### src/rtl/cmd_write_arbiter.sv
// Single-writer arbiter for the command register bank: merges buffered SPI writes
// with handshaked local controller writes, one register write per SYS_CLK cycle.
module cmd_write_arbiter #(
  parameter int ADDR_W        = 10,
  parameter int DATA_W        = 16,
  parameter int MAX_SPI_BURST = 4,
  parameter int WR_LO         = 25,
  parameter int WR_HI         = 40
) (
  input  logic              SYS_CLK,
  input  logic              SYS_RST,
  input  logic              spi_wr_valid,
  input  logic [ADDR_W-1:0] spi_wr_addr,
  input  logic [DATA_W-1:0] spi_wr_data,
  input  logic              loc_req,
  input  logic [ADDR_W-1:0] loc_addr,
  input  logic [DATA_W-1:0] loc_data,
  output logic              loc_gnt,
  output logic              reg_we,
  output logic [ADDR_W-1:0] reg_addr,
  output logic [DATA_W-1:0] reg_wdata,
  output logic              reg_src,
  output logic              spi_overflow,
  input  logic              ovf_clr,
  output logic [7:0]        drop_cnt
);

  localparam int                  STREAK_W   = 4;
  localparam logic [STREAK_W-1:0] STREAK_MAX = STREAK_W'(MAX_SPI_BURST);

  function automatic logic addr_in_range(input logic [ADDR_W-1:0] a);
    return (a >= ADDR_W'(WR_LO)) && (a <= ADDR_W'(WR_HI));
  endfunction

  function automatic logic [7:0] sat_inc8(input logic [7:0] v);
    return (v == 8'hFF) ? v : v + 8'd1;
  endfunction

  logic [ADDR_W-1:0]   fifo_addr [2];
  logic [DATA_W-1:0]   fifo_data [2];
  logic                rd_ptr;
  logic                wr_ptr;
  logic [1:0]          fifo_cnt;
  logic                fifo_ne;
  logic                fifo_full;
  logic                push;
  logic                pop;
  logic                ovf_evt;
  logic [STREAK_W-1:0] streak;

  logic                pick_loc_p0;
  logic                pick_spi_p0;
  logic                vld_p0;
  logic                src_p0;
  logic                keep_p0;
  logic [ADDR_W-1:0]   addr_p0;
  logic [DATA_W-1:0]   data_p0;

  logic                vld_p1;
  logic                src_p1;
  logic [ADDR_W-1:0]   addr_p1;
  logic [DATA_W-1:0]   data_p1;
  logic                ovf_q;
  logic [7:0]          drop_q;

  assign fifo_ne   = (fifo_cnt != 2'd0);
  assign fifo_full = (fifo_cnt == 2'd2);
  // A pop in the same cycle frees the slot, so a push into a full FIFO still lands.
  assign push      = spi_wr_valid && (!fifo_full || pop);
  assign ovf_evt   = spi_wr_valid && fifo_full && !pop;

  // Stage p0: arbitration on registered FIFO head, streak and live loc_req
  always_comb begin
    pick_loc_p0 = 1'b0;
    pick_spi_p0 = 1'b0;
    if (!SYS_RST) begin
      if (loc_req && (!fifo_ne || (streak == STREAK_MAX))) begin
        pick_loc_p0 = 1'b1;
      end else if (fifo_ne) begin
        pick_spi_p0 = 1'b1;
      end
    end
    vld_p0  = pick_loc_p0 || pick_spi_p0;
    src_p0  = pick_loc_p0;
    addr_p0 = pick_loc_p0 ? loc_addr : fifo_addr[rd_ptr];
    data_p0 = pick_loc_p0 ? loc_data : fifo_data[rd_ptr];
    keep_p0 = vld_p0 && addr_in_range(addr_p0);
  end

  assign pop     = pick_spi_p0;
  assign loc_gnt = pick_loc_p0;

  always_ff @(posedge SYS_CLK) begin
    if (SYS_RST) begin
      rd_ptr   <= 1'b0;
      wr_ptr   <= 1'b0;
      fifo_cnt <= 2'd0;
    end else begin
      if (push) wr_ptr <= ~wr_ptr;
      if (pop)  rd_ptr <= ~rd_ptr;
      if (push && !pop) begin
        fifo_cnt <= fifo_cnt + 2'd1;
      end else if (pop && !push) begin
        fifo_cnt <= fifo_cnt - 2'd1;
      end
    end
  end

  always_ff @(posedge SYS_CLK) begin
    if (push) begin
      fifo_addr[wr_ptr] <= spi_wr_addr;
      fifo_data[wr_ptr] <= spi_wr_data;
    end
  end

  // Streak only grows while the local requester is actually being held off.
  always_ff @(posedge SYS_CLK) begin
    if (SYS_RST) begin
      streak <= '0;
    end else if (pick_spi_p0 && loc_req) begin
      streak <= streak + 1'b1;
    end else begin
      streak <= '0;
    end
  end

  // Stage p1: registered write port toward the register bank
  always_ff @(posedge SYS_CLK) begin
    if (SYS_RST) begin
      vld_p1  <= 1'b0;
      src_p1  <= 1'b0;
      addr_p1 <= '0;
      data_p1 <= '0;
    end else begin
      vld_p1 <= keep_p0;
      if (vld_p0) begin
        src_p1  <= src_p0;
        addr_p1 <= addr_p0;
        data_p1 <= data_p0;
      end
    end
  end

  always_ff @(posedge SYS_CLK) begin
    if (SYS_RST) begin
      ovf_q  <= 1'b0;
      drop_q <= 8'd0;
    end else begin
      if (ovf_evt) begin
        ovf_q <= 1'b1;
      end else if (ovf_clr) begin
        ovf_q <= 1'b0;
      end
      if (vld_p0 && !keep_p0) drop_q <= sat_inc8(drop_q);
    end
  end

  assign reg_we       = vld_p1;
  assign reg_src      = src_p1;
  assign reg_addr     = addr_p1;
  assign reg_wdata    = data_p1;
  assign spi_overflow = ovf_q;
  assign drop_cnt     = drop_q;

endmodule

### config.mk
export PLATFORM = sky130hd
export DESIGN_NAME = cmd_write_arbiter
export DESIGN_NICKNAME = d
export VERILOG_FILES = /design/src/rtl/cmd_write_arbiter.sv
export SDC_FILE = /design/constraint.sdc
export NUM_CORES = 1
export LEC_CHECK = 0
export ABC_AREA = 1
export CAP_MARGIN = 30
export CELL_PAD_IN_SITES_DETAIL_PLACEMENT = 0
export CELL_PAD_IN_SITES_GLOBAL_PLACEMENT = 2
export CORE_ASPECT_RATIO = 0.8
export CORE_MARGIN = 1.5
export CORE_UTILIZATION = 33
export CTS_BUF_LIST = sky130_fd_sc_hd__clkbuf_8
export DETAILED_ROUTE_END_ITERATION = 8
export GPL_TIMING_DRIVEN = 0
export HOLD_SLACK_MARGIN = 0.03
export PLACE_DENSITY_LB_ADDON = 0.1
export SYNTH_ARGS = -nofsm -noshare
export SYNTH_HDL_FRONTEND = slang
export SYNTH_SLANG_ARGS = --single-unit
### constraint.sdc
create_clock -name SYS_CLK -period 3.2 [get_ports SYS_CLK]
set_input_delay 0.48 -clock SYS_CLK [delete_from_list [all_inputs] [get_ports SYS_CLK]]
set_output_delay 0.48 -clock SYS_CLK [all_outputs]
set_load 0.02 [all_outputs]
==> results of run 1 <==
==> power breakdown <==
part	switching, mW	total [mW]	internal, mW
Combinational	0.921	1.59	0.671
Clock	0.424	0.857	0.433
Sequential	0.115	1.71	1.60
==> worst min-delay path, cell delays in order <==
cell     delay, ps
buf_12         100
nand2_1        110
nor2_1         100
==> layout by cell type (no fill, tap or decap), drive strengths merged <==
| cell | count |
|---|---|
| ha | 4 |
| o31ai | 1 |
| mux2 | 5 |
| o211ai | 38 |
| nor2 | 23 |
| o21ai | 11 |
| xor2 | 4 |
| dfxtp | 46 |
| nand4 | 6 |
| mux2i | 19 |
| clkbuf | 16 |
| nand2 | 70 |
| edfxtp | 52 |
| nand3 | 18 |
| inv | 51 |
| a21oi | 16 |
| clkdlybuf4s50 | 93 |
| buf | 11 |
| o21a | 1 |
| clkinv | 4 |
| xnor2 | 4 |
| bufinv | 2 |
==> logic make-up (layout without fill, tap and decap cells) <==
logic type                 after synthesis  in the layout  share of synthesized area (%)
and+or+nand+nor                        117            117                           12.9
AOI/OAI and AO/OA                       67             67                           10.5
DFF                                     98             98                           59.4
muxes                                   24             24                           5.90
buffers and inverters                   69            177                           8.36
adders and majority gates                4              4                           1.20
xor gates and xnor gates                 8              8                           1.68
==> flip-flops by register name, indices dropped and copies added (netlist names), 2 cells and up, named ones only <==
register   flops
reg_addr      10
drop_cnt       8
fifo_addr     20
reg_wdata     16
fifo_data     32
streak         4
fifo_cnt       2
==> through the flow <==
step                      cell area (sq um)  hold WS (ps)  worst slack [ps]
after global routing                   5540           459               125
final                                  5540           457               395
after CTS                              5550           448              6.08
after global placement                 5320           443              -926
after floorplan                        4180           430               500
after detailed placement               5340           449              5.28
==> path summary, 6_finish.rpt <==
check | startpoint | to | slack, ps | depth (start not counted)
worst min register to register | rd_ptr$_SDFFE_PP0P_ | rd_ptr$_SDFFE_PP0P_ | 470 | 1
worst max-delay path | SYS_RST | fifo_cnt[1]$_SDFFE_PP0P_ | 390 | 11
worst min-delay path | loc_req | streak[1]$_SDFF_PP0_ | 460 | 3
worst max register to register | streak[0]$_SDFF_PP0_ | fifo_cnt[1]$_SDFFE_PP0P_ | 410 | 14
==> final cells by class <==
class	instances	area, sq um	area share [%]
plain buffers	18	153	2.75
clock buffers	9	124	2.24
clock inverters	7	85.1	1.54
inverters	50	193	3.48
multi-input cells	220	1360	24.5
flip-flops and latches	98	2480	44.8
well taps	171	214	3.86
repair buffers	93	931	16.8
==> per-layer routing <==
layer	routed length, microns	up-vias	track usage, %
met2	4520	72	24.8
met3	589	8	4.49
met5	0	-	0
met4	100	0	3.85
met1	4720	1410	20.8
li1	-	1525	-
==> cell usage after synthesis (6+ instances only) <==
library cell,count
nand2_1,61
edfxtp_1,52
dfxtp_1,46
inv_1,43
o211ai_1,38
nor2_1,22
mux2i_1,19
a21oi_1,15
nand3_1,15
o21ai_0,11
clkbuf_1,7
nand2_2,7
inv_2,6
nand4_1,6
==> results_dict.tcl, run 1 <==
set metrics [dict create \
    p_leak_nw 2.15 \
    synth-seq-cells 98 \
    yosysUniqueCellTypes 32 \
    drv_slew 0 \
    arrival_ps 3060 \
    tns_ps 0 \
    synthArstFlopShare_pct 0 \
    fmax_mhz 356 \
    area_delta_synth_final_pct 32.7 \
    cts.sinks 98 \
    outcome "finished, final reports clean" \
    grt_pass1_wl_mm 15.7 \
    floorplan.die_area_sq_mm 0.0133 \
    cts_buffers 9 \
    n_antenna_cell 0 \
    crit_buf_inv 4 \
    setup_viol 0 \
    power_density_mw_per_mm2 751 \
    dp.cells 651 \
    power_mw 4.16 \
    cap_violations 0 \
    initial_utilization_pct 34.1 \
    die_x_microns 129 \
    cp.required_ps 3450 \
    totalWireLength_mm 9.92 \
    cp_top_family "compound AO/OA/AOI/OAI gates" \
    ctsResizeCount 0 \
    grt_overflow 0 \
    clkSlewWorstSetupHoldPaths_ps 90 \
    drc 0 \
    drt-initial-drc-count 151 \
    synth_edf_count 52 \
    grt_max_degree 28 \
    worstPathMaxFanout 8 \
    finalHoldViolCount 0 \
    rsz0062_at_grt "false" \
    synth-seq-area-share_pct 59.4 \
    antenna_found_initial 0 \
    gp_congestion 0.746 \
    critPathLaunchType "primary input" \
    tritoncts "built" \
    grtUsageTotal_pct 15.6 \
    syn_nets 448 \
    cts_root_buf "clkbuf_8" \
    ir_drop_uv 308 \
    crit_path_top_delay_cell "o31ai_1" \
    crit_chain "clkdlybuf4s50_1 -> inv_6 -> nand3_1 -> inv_2 -> o31ai_1 -> inv_1 -> ha_1 -> a21oi_1 -> o21ai_0 -> o21ai_0 -> a21oi_1" \
    drt_pass1_iterations 4 \
    synth_area_leaders "edfxtp_1, dfxtp_1, o211ai_1" \
    endpoint_kind "flip-flop" \
    synth_area_leader_cell "edfxtp_1" \
    fin_worst_skew_ps 8.70 \
    utilization_pct 45.2 \
    cts_setup_buffers 0 \
    dieHeight_microns 104 \
    synth-main-ff-cell "edfxtp_1" \
    synth_warnings 0 \
    wl_per_cell_microns 14.9 \
    syn_area_per_cell_sq_um 10.8 \
    io_pins 95 \
    detail-route-antenna-nets 0 \
    cts.path.max_buffers 2 \
    io_buffers 93 \
    synthesis.area_sq_mm 0.00418 \
    min_period_ps 2810 \
    rows 36 \
    cts_hold_buf 0 \
    vias_per_cell 4.53 \
    fin_crit_sh_pct 87.7 \
    synthCells 387 \
    tightest_slew_ps 904 \
    crit_type "primary input to flip-flop" \
    max_stage_delay_ps 660 \
    core_area_sq_mm 0.0123 \
    nFillCells 1179 \
    vias 3015 \
    slew_headroom_pct 39.6 \
    dp_hpwl_mm 7.01 \
    final_cells 666 \
    grt_pass1_vias 3033 \
    synth_top_area_share_pct 37.4 \
    htreeDepth 3 \
    layout.nets 551 \
    drive_gt1_share_pct 10.7 \
    min_path_type "primary input to flip-flop" \
    insertion_delay_ps 360 \
]
(Power assumes the default switching activity.)
==> run 2: changes to the inputs <==
- CORE_MARGIN: 1.5 -> 5
==> run 2 against run 1 <==
  * Critical path depth is the same
  * Sequential share of layout area grew 0.13 points
  * Clock-buffer cell count is the same
  * Largest cell class unchanged
  * Critical endpoint unchanged
==> results_dict.tcl, run 2 (synthesis gave the netlist of run 1 again) <==
set metrics [dict create \
    clkPwrFrac_pct 19.2 \
    cts.path.max_buffers 2 \
    cap_violations 0 \
    antenna_found_initial 0 \
    hold_path_depth 3 \
    vias 3005 \
    fin_worst_skew_ps 12.4 \
    drt-initial-drc-count 128 \
    grt_pass1_wl_mm 16.0 \
    drv_slew 0 \
    area_delta_synth_final_pct 32.3 \
    grt_overflow 0 \
    holdPathEnd "streak[2]$_SDFF_PP0_" \
    crit_type "primary input to flip-flop" \
    wl_per_cell_microns 15.2 \
    grt_pass1_vias 3002 \
    ff2ff_path_depth 14 \
    r2r_slack_ps 310 \
    cts_root_buf "clkbuf_8" \
    p_int_mw 2.63 \
    power_mw 4.11 \
    dieHeight_microns 111 \
    initial_utilization_pct 34.0 \
    htreeDepth 3 \
    p_leak_nw 2.15 \
    crit_start "SYS_RST" \
    insertion_delay_ps 360 \
    slew_headroom_pct 38.7 \
    regToRegStartpoint "streak[0]$_SDFF_PP0_" \
    power_frac_comb_pct 39.2 \
    outcome "finished, final reports clean" \
    cts_hold_buf 0 \
    arrival_ps 3140 \
    die_x_microns 136 \
    clkSlewWorstSetupHoldPaths_ps 90 \
    power_density_mw_per_mm2 744 \
    floorplan.die_area_sq_mm 0.0150 \
    tns_ps 0 \
    crit_path_top_delay_cell "o31ai_1" \
    fin_crit_sh_pct 90.6 \
    ctsResizeCount 0 \
    fmax_mhz 345 \
    min_period_ps 2900 \
    drc 0 \
    io_buffers 93 \
    tightest_slew_ps 917 \
    endpoint_kind "flip-flop" \
    grtUsageTotal_pct 13.6 \
    io_pins 95 \
    critPathLaunchType "primary input" \
    drive_gt1_share_pct 11.1 \
    drt_pass1_iterations 4 \
    utilization_pct 44.9 \
    core_area_sq_mm 0.0123 \
    r2r-end "fifo_cnt[1]$_SDFFE_PP0P_" \
    cp.required_ps 3440 \
    max_flop_register "fifo_data" \
    final_cell_mix "clkdlybuf4s50_1, nand2_1, edfxtp_1" \
    rsz0062_at_grt "false" \
    seqPwrFrac_pct 41.7 \
    cts_setup_buffers 0 \
    dp_hpwl_mm 7.27 \
    rows 36 \
    gp_congestion 0.739 \
    largest_reg_flops 32 \
    worstPathMaxFanout 8 \
    layout.nets 551 \
    cts.sinks 98 \
    max_stage_delay_ps 660 \
    ir_drop_uv 311 \
    nFillCells 1194 \
    power_switching_share_pct 36.0 \
    grt_max_degree 28 \
    setup_viol 0 \
    final_common_cell "clkdlybuf4s50_1" \
    n_antenna_cell 0 \
    crit_chain "clkdlybuf4s50_1 -> inv_6 -> nand3_1 -> inv_2 -> o31ai_1 -> inv_1 -> ha_1 -> a21oi_1 -> o21ai_0 -> o21ai_0 -> a21oi_1" \
    vias_per_cell 4.51 \
    p_sw_mw 1.48 \
    worstHoldStart "loc_req" \
    tritoncts "built" \
    cts_buffers 9 \
    totalWireLength_mm 10.1 \
    finalHoldViolCount 0 \
    detail-route-antenna-nets 0 \
    min_path_type "primary input to flip-flop" \
]
==> run 2: cell count changes in the layout (fill, tap and decap cells not counted), sizes merged <==
cell,before,now
clkinv,4,2
inv,51,53
bufinv,2,1
clkinvlp,0,1
==> run 2: final cells by class <==
type,count,area (sq um),area share (%)
tap,171,214,3.87
buffer,18,153,2.76
sequential,98,2480,44.9
multi-input combinational,220,1360,24.6
timing repair buffer,93,931,16.8
inverter,50,193,3.49
clock buffer,9,124,2.24
clock inverter,7,68.8,1.25
==> run 2: power groups by stage <==
stage          combinational, mW  clock [mW]  sequential [mW]
2_1_floorplan              0.849           0             1.88
3_3_place_gp                1.62           0             1.74
3_5_place_dp                1.64           0             1.74
4_1_cts                     1.64       0.820             1.71
5_1_grt                     1.77       0.870             1.74
6_report                    1.61       0.788             1.71
==> run 2: worst max-delay path, delay by kind of cell <==
family	cells	cell delay, ps
AO/OA/AOI/OAI	5	1170
adder cells (fa/ha/maj)	1	360
AND/OR/NAND/NOR	1	170
buffers and inverters	4	960
==> run 2: worst max path at each step <==
stage | end | depth (start not counted)
6_report | fifo_cnt[1]$_SDFFE_PP0P_ | 11
5_1_grt | fifo_cnt[1]$_SDFFE_PP0P_ | 14
4_1_cts | fifo_cnt[1]$_SDFFE_PP0P_ | 14
3_5_place_dp | fifo_cnt[1]$_SDFFE_PP0P_ | 11
3_3_place_gp | fifo_data[1][4]$_DFFE_PP_ | 6
2_1_floorplan | fifo_addr[1][0]$_DFFE_PP_ | 9
==> run 2: per-stage QoR <==
stage	cells	hold WS [ps]	instance area, sq um	setup WS, ps
finish	666	456	5530	302
global route	666	442	5530	55.2
CTS	666	439	5530	353
detailed placement	651	452	5340	-34.2
global placement	651	442	5320	-932
floorplan	387	430	4180	500
==> run 2: routing by layer <==
| layer | part of all wire [%] | global-route usage, % | up-vias |
|---|---|---|---|
| met5 | 0 | 0 | - |
| met3 | 5.8 | 3.73 | 10 |
| li1 | - | - | 1532 |
| met2 | 44 | 20.2 | 76 |
| met1 | 49 | 19.8 | 1387 |
| met4 | 1.0 | 3.22 | 0 |
